<file path="src/rtl/bcd_conv_scheduler_if.sv">
// Request/response bundle between binary sources and the shared BCD converter.
interface bcd_conv_scheduler_if #(
    parameter int unsigned NREQ   = 4,
    parameter int unsigned WIDTH  = 8,
    parameter int unsigned DIGITS = 3,
    parameter int unsigned IDW    = 2
) ();
    logic [NREQ-1:0]       req_valid;
    logic [NREQ*WIDTH-1:0] req_bin;
    logic [NREQ-1:0]       req_ready;
    logic                  rsp_valid;
    logic [IDW-1:0]        rsp_id;
    logic [4*DIGITS-1:0]   rsp_bcd;
    logic                  rsp_ready;
    logic                  busy;

    // Converter side
    modport slave (
        input  req_valid, req_bin, rsp_ready,
        output req_ready, rsp_valid, rsp_id, rsp_bcd, busy
    );

    // Requester/consumer side
    modport master (
        output req_valid, req_bin, rsp_ready,
        input  req_ready, rsp_valid, rsp_id, rsp_bcd, busy
    );
endinterface

</file>
<file path="src/rtl/bcd_conv_scheduler.sv">
// Round-robin scheduler sharing one iterative double-dabble binary-to-BCD engine.
module bcd_conv_scheduler #(
    parameter int unsigned NREQ   = 4,
    parameter int unsigned WIDTH  = 8,
    parameter int unsigned DIGITS = 3,
    parameter int unsigned IDW    = 2
) (
    input  logic                 clk,
    input  logic                 rst,
    bcd_conv_scheduler_if.slave  bus
);
    localparam int unsigned BCDW = 4 * DIGITS;
    localparam int unsigned SRW  = BCDW + WIDTH;
    localparam int unsigned IDW1 = IDW + 1;
    localparam int unsigned CNTW = (WIDTH > 1) ? $clog2(WIDTH) : 1;

    typedef enum logic [1:0] {IDLE, ADJ, SHIFT, DONE} state_t;

    state_t            state;
    logic [IDW-1:0]    ptr;
    logic [IDW-1:0]    id_reg;
    logic [CNTW-1:0]   cnt;
    logic [SRW-1:0]    sreg;
    logic              rsp_valid;
    logic [IDW-1:0]    rsp_id;
    logic [BCDW-1:0]   rsp_bcd;

    logic              found;
    logic [IDW-1:0]    win;
    logic [IDW-1:0]    cand;
    logic [IDW1-1:0]   cand_sum;
    logic [IDW1-1:0]   win_inc;
    logic [IDW-1:0]    nxt_ptr;
    logic [WIDTH-1:0]  sel_bin;
    logic [BCDW-1:0]   adj_bcd;
    logic [SRW-1:0]    shifted;

    // Round-robin search: first valid requester at or after the pointer, wrapping
    always_comb begin
        found    = 1'b0;
        win      = '0;
        cand     = '0;
        cand_sum = '0;
        for (int k = 0; k < int'(NREQ); k++) begin
            cand_sum = {1'b0, ptr} + IDW1'(k);
            if (cand_sum >= IDW1'(NREQ)) begin
                cand_sum = cand_sum - IDW1'(NREQ);
            end
            cand = IDW'(cand_sum);
            if (!found && bus.req_valid[cand]) begin
                found = 1'b1;
                win   = cand;
            end
        end
    end

    // Winner's operand and the pointer value just past the winner
    always_comb begin
        sel_bin = '0;
        for (int k = 0; k < int'(NREQ); k++) begin
            if (win == IDW'(k)) begin
                sel_bin = bus.req_bin[k*WIDTH +: WIDTH];
            end
        end
        win_inc = {1'b0, win} + IDW1'(1);
        nxt_ptr = (win_inc >= IDW1'(NREQ)) ? '0 : IDW'(win_inc);
    end

    // Grant is only offered from IDLE and never while reset is asserted
    always_comb begin
        bus.req_ready = '0;
        if (state == IDLE && !rst && found) begin
            bus.req_ready[win] = 1'b1;
        end
    end

    // Double-dabble datapath: per-digit add-3 and whole-register left shift
    always_comb begin
        adj_bcd = '0;
        for (int d = 0; d < int'(DIGITS); d++) begin
            if (sreg[WIDTH + 4*d +: 4] >= 4'd5) begin
                adj_bcd[4*d +: 4] = sreg[WIDTH + 4*d +: 4] + 4'd3;
            end else begin
                adj_bcd[4*d +: 4] = sreg[WIDTH + 4*d +: 4];
            end
        end
        shifted = {sreg[SRW-2:0], 1'b0};
    end

    // Control FSM and registered response; rsp fields load on the final shift
    always_ff @(posedge clk) begin
        if (rst) begin
            state     <= IDLE;
            ptr       <= '0;
            id_reg    <= '0;
            cnt       <= '0;
            sreg      <= '0;
            rsp_valid <= 1'b0;
            rsp_id    <= '0;
            rsp_bcd   <= '0;
        end else begin
            case (state)
                IDLE: begin
                    if (found) begin
                        sreg   <= {BCDW'(0), sel_bin};
                        id_reg <= win;
                        cnt    <= '0;
                        ptr    <= nxt_ptr;
                        state  <= ADJ;
                    end
                end
                ADJ: begin
                    sreg[SRW-1:WIDTH] <= adj_bcd;
                    state             <= SHIFT;
                end
                SHIFT: begin
                    sreg <= shifted;
                    cnt  <= cnt + CNTW'(1);
                    if (cnt == CNTW'(WIDTH - 1)) begin
                        state     <= DONE;
                        rsp_valid <= 1'b1;
                        rsp_bcd   <= shifted[SRW-1:WIDTH];
                        rsp_id    <= id_reg;
                    end else begin
                        state <= ADJ;
                    end
                end
                DONE: begin
                    if (bus.rsp_ready) begin
                        rsp_valid <= 1'b0;
                        state     <= IDLE;
                    end
                end
                default: state <= IDLE;
            endcase
        end
    end

    assign bus.rsp_valid = rsp_valid;
    assign bus.rsp_id    = rsp_id;
    assign bus.rsp_bcd   = rsp_bcd;
    assign bus.busy      = (state != IDLE);
endmodule

</file>
<file path="src/flat_wrapper.sv">
// flat-port wrapper written by rule: the top's interface ports become plain ports
module bcd_conv_scheduler_flat 
#(
    parameter int unsigned NREQ   = 4,
    parameter int unsigned WIDTH  = 8,
    parameter int unsigned DIGITS = 3,
    parameter int unsigned IDW    = 2
)
  (clk, rst, bus_req_valid, bus_req_bin, bus_rsp_ready, bus_req_ready, bus_rsp_valid, bus_rsp_id, bus_rsp_bcd, bus_busy);
  bcd_conv_scheduler_if #(.NREQ(NREQ), .WIDTH(WIDTH), .DIGITS(DIGITS), .IDW(IDW)) bus_i ();
  input  logic clk;
  input  logic rst;
  input wire logic [$bits(bus_i.req_valid)-1:0] bus_req_valid;
  input wire logic [$bits(bus_i.req_bin)-1:0] bus_req_bin;
  input wire logic [$bits(bus_i.rsp_ready)-1:0] bus_rsp_ready;
  output wire logic [$bits(bus_i.req_ready)-1:0] bus_req_ready;
  output wire logic [$bits(bus_i.rsp_valid)-1:0] bus_rsp_valid;
  output wire logic [$bits(bus_i.rsp_id)-1:0] bus_rsp_id;
  output wire logic [$bits(bus_i.rsp_bcd)-1:0] bus_rsp_bcd;
  output wire logic [$bits(bus_i.busy)-1:0] bus_busy;
  assign bus_i.req_valid = bus_req_valid;
  assign bus_i.req_bin = bus_req_bin;
  assign bus_i.rsp_ready = bus_rsp_ready;
  assign bus_req_ready = bus_i.req_ready;
  assign bus_rsp_valid = bus_i.rsp_valid;
  assign bus_rsp_id = bus_i.rsp_id;
  assign bus_rsp_bcd = bus_i.rsp_bcd;
  assign bus_busy = bus_i.busy;
  bcd_conv_scheduler #(.NREQ(NREQ), .WIDTH(WIDTH), .DIGITS(DIGITS), .IDW(IDW)) u_core (.clk(clk), .rst(rst), .bus(bus_i));
endmodule
</file>
<file path="config.mk">
export PLATFORM = sky130hd
export DESIGN_NAME = bcd_conv_scheduler_flat
export DESIGN_NICKNAME = d
export VERILOG_FILES = /design/src/rtl/bcd_conv_scheduler_if.sv /design/src/rtl/bcd_conv_scheduler.sv /design/src/flat_wrapper.sv
export SDC_FILE = /design/constraint.sdc
export NUM_CORES = 1
export LEC_CHECK = 0
export ABC_AREA = 1
export CELL_PAD_IN_SITES_DETAIL_PLACEMENT = 2
export CELL_PAD_IN_SITES_GLOBAL_PLACEMENT = 2
export CORE_MARGIN = 1
export CORE_UTILIZATION = 30
export DETAILED_ROUTE_END_ITERATION = 10
export PLACE_DENSITY = 0.92
export SETUP_SLACK_MARGIN = 0.1
export SLEW_MARGIN = 20
export SYNTH_ARGS = -nofsm -noshare
export SYNTH_HDL_FRONTEND = slang
export SYNTH_SLANG_ARGS = --single-unit
</file>
<file path="constraint.sdc">
create_clock -name clk -period 7.4 [get_ports clk]
set_input_delay 0.74 -clock clk [delete_from_list [all_inputs] [get_ports clk]]
set_output_delay 0.74 -clock clk [all_outputs]
set_load 0.005 [all_outputs]
</file>
==> results by group <==
Status
  – Status: finished, final reports clean

Finish
  – Post-Layout Cell Count: 611
  – # fillers: 1146
  – Area of the multi-input gates: 0.00176 sq mm
  – Ant diodes: 0
  – # nets final: 538
  – Largest register FFs: 20
  – Most frequent cells in the layout: nand2_1 (105), clkdlybuf4s50_1 (58), inv_1 (44), dfxtp_1 (44), nand3_1 (36)
  – Share of cells above drive strength 1: 0.0830
  – Area delta synth->final: 24.6%
  – Register area: 881 sq um
  – Top Registers: u_core.sreg x20, u_core.bus.rsp_bcd x12, u_core.cnt x3
  – Most flop-heavy register: u_core.sreg
  – Most common cell after layout, fill and taps aside: nand2_1

Synth
  – Post-Synthesis Cells: 436
  – Largest family of logic cells by synthesized area: simple AND/OR/NAND/NOR gates
  – Syn avg cell area: 6.76 sq um
  – Synth Area in Simple Gates: 0.380
  – XOR/XNOR share of the synthesized area: 0
  – Post-Synth Adder-Cell Area: 0.0764
  – Synthesized area: 0.00295 sq mm
  – Post-Syn Nets: 493
  – Seq/Total Area, Yosys: 0.299
  – Synth Area in Compound Gates: 0.141
  – Mux share of post-synthesis cell area: 0
  – Synth cell types: 31
  – Synth warn: 0
  – Register bit count reported by yosys: 44

GRT
  – Pin count of the biggest net entering global routing: 32
  – Initial antenna violation count: 0
  – Vias in the first global route: 3585
  – First-pass GRT wire length: 17900 microns
  – Total track usage: 0.224
  – GRT overflow: 0

Job
  – MaxCap Viol Count: 0

Routing
  – Routed len/inst: 17.4 microns
  – Routed wl met3: 169 microns
  – Top sig layer: met4
  – WL final: 10600 microns
  – Post-DRT Antenna Nets: 0
  – DR vias/cell: 5.12
  – Residual DRC: 0
  – Starting DRT DRC Count: 82
  – Met2 wire len: 5750 microns
  – DR pass1 iterations: 4
  – M1 wire length: 4540 microns
  – DR vias: 3129

Setup path
  – Setup crit end kind: primary output
  – Crit path DAT: 3.67 ns
  – Critical path class: input port to primary output
  – CP max FO: 9
  – Crit path required time: 6.66 ns
  – Crit start category: input port

Clock tree
  – Hold Buf Count CTS: 0
  – CTS root buffer: clkbuf_8
  – H-tree Lvls: 2
  – Clock sink count: 44
  – Clock-pin slew on the worst setup and hold paths: 0.08 ns
  – CTS tree: done
  – CTS buffer count: 5
  – Clock Latency Late Sink: 0.30 ns
  – Post-CTS Setup Repair Bufs: 0
  – Max clock buf depth: 2
  – CTS resizes: 0

STA
  – Final setup viols: 0
  – Worst slew pin tran: 0.765 ns
  – Final Critical Period: 4.41 ns
  – Final setup TNS: 0 ns
  – Worst Slack Setup Final: 2.99 ns
  – Fin crit share: 0.596
  – Final Max Tran Viols: 0
  – RSZ-0062 raised after global routing: false
  – Max Freq: 227 MHz
  – Final Hold Vio Count: 0
  – Rel. slew slack: 0.490
  – Setup Skew: 0.00387 ns

Power and ir drop
  – Power density over the cells: 401 mW/mm^2
  – Total Power: 1.47 mW
  – Int Pwr: 0.700 mW
  – Switching part of the total: 0.524
  – Reg power frac: 0.230
  – Clk pwr share: 0.108
  – Pleak: 1.60 nW
  – Logic pwr share: 0.662
  – Psw: 0.771 mW
  – Worst vdd ir: 0.0958 mV

Placed design
  – Setup WS pre-CTS: 2.99 ns
  – Cells after DPL: 603
  – Final HPWL DP: 8210 microns
  – Global placement routability congestion: 0.838
  – IO buf count: 58

Floorplanning
  – Die height: 101 microns
  – Die width: 101 microns
  – Core area: 0.00937 sq mm
  – Row count: 35
  – Initial Util: 0.315
  – Die area: 0.0102 sq mm
  – Io pins: 59

Hold path
  – Hold Crit Class: flip-flop to flip-flop
## final timing paths
path	from	end	slack (ns)	cells past startpoint
worst max-delay path	bus_req_valid[0]	bus_req_ready[3]	2.99	14
worst min-delay path	u_core.sreg[1]	u_core.sreg[1]	0.49	2
worst min register to register	u_core.sreg[1]	u_core.sreg[1]	0.49	2
worst max register to register	u_core.ptr[0]	u_core.sreg[7]	4.20	17
## metrics by stage
step / instance area (sq um) / hold WS [ns] / util
after floorplan: 2950 / 0.430 / -
after global placement: 3580 / 0.465 / 0.382
after detailed placement: 3580 / 0.484 / 0.382
after CTS: 3670 / 0.495 / 0.392
after global routing: 3670 / 0.528 / 0.392
final: 3670 / 0.488 / 0.392
## routing by layer
layer  up-vias  global-route usage
met1      1536               0.258
met5         -                   0
li1       1535                   -
met2        42               0.430
met4         0              0.0725
met3        16              0.0235
## layout make-up
type                    instances  area share
flip-flops and latches         44       0.240
repair buffers                 59       0.160
well taps                     129      0.0439
clock buffers                   8      0.0245
multi-input cells             321       0.479
inverters                      50      0.0525
## cell usage after synthesis, drive strengths merged
library cell,n,area (sq um)
a211oi,10,75.1
a21oi,32,164
a22oi,1,7.51
a311oi,1,8.76
buf,6,58.8
clkbuf,15,56.3
clkinv,4,15.0
dfxtp,44,881
ha,18,225
inv,46,178
nand2,117,484
nand3,39,218
nand3b,1,7.51
nand4,25,171
nor2,35,148
nor3,2,10.0
o211ai,7,52.6
o21ai,14,70.1
o22ai,6,37.5
or2,13,81.3
## power by group through the flow
stage | sequential (mW) | combinational [mW] | clock (mW)
finish | 0.338 | 0.974 | 0.160
global route | 0.345 | 1.11 | 0.174
CTS | 0.338 | 0.983 | 0.164
detailed placement | 0.343 | 0.975 | 0
global placement | 0.338 | 0.889 | 0
floorplan | 0.323 | 0.715 | 0
## cells by family (layout without fill, tap and decap cells)
| family | Yosys count | after routing |
|---|---|---|
| AND/OR/NAND/NOR | 232 | 232 |
| flip-flops | 44 | 44 |
| AO/OA/AOI/OAI | 71 | 71 |
| adder cells (fa/ha/maj) | 18 | 18 |
| buffers and inverters | 71 | 117 |
## critical path: stages
cell	delay, ns
clkdlybuf4s50_1	0.49
nand2_1	0.06
nand2_1	0.18
inv_1	0.09
nand2_1	0.08
nand2_2	0.10
nand3b_1	0.17
nand3_1	0.08
nand2_1	0.13
inv_1	0.12
ha_1	0.37
clkinv_1	0.35
nor2_1	0.18
clkdlybuf4s50_1	0.52
Note: power is estimated with default switching activity, not from simulation.
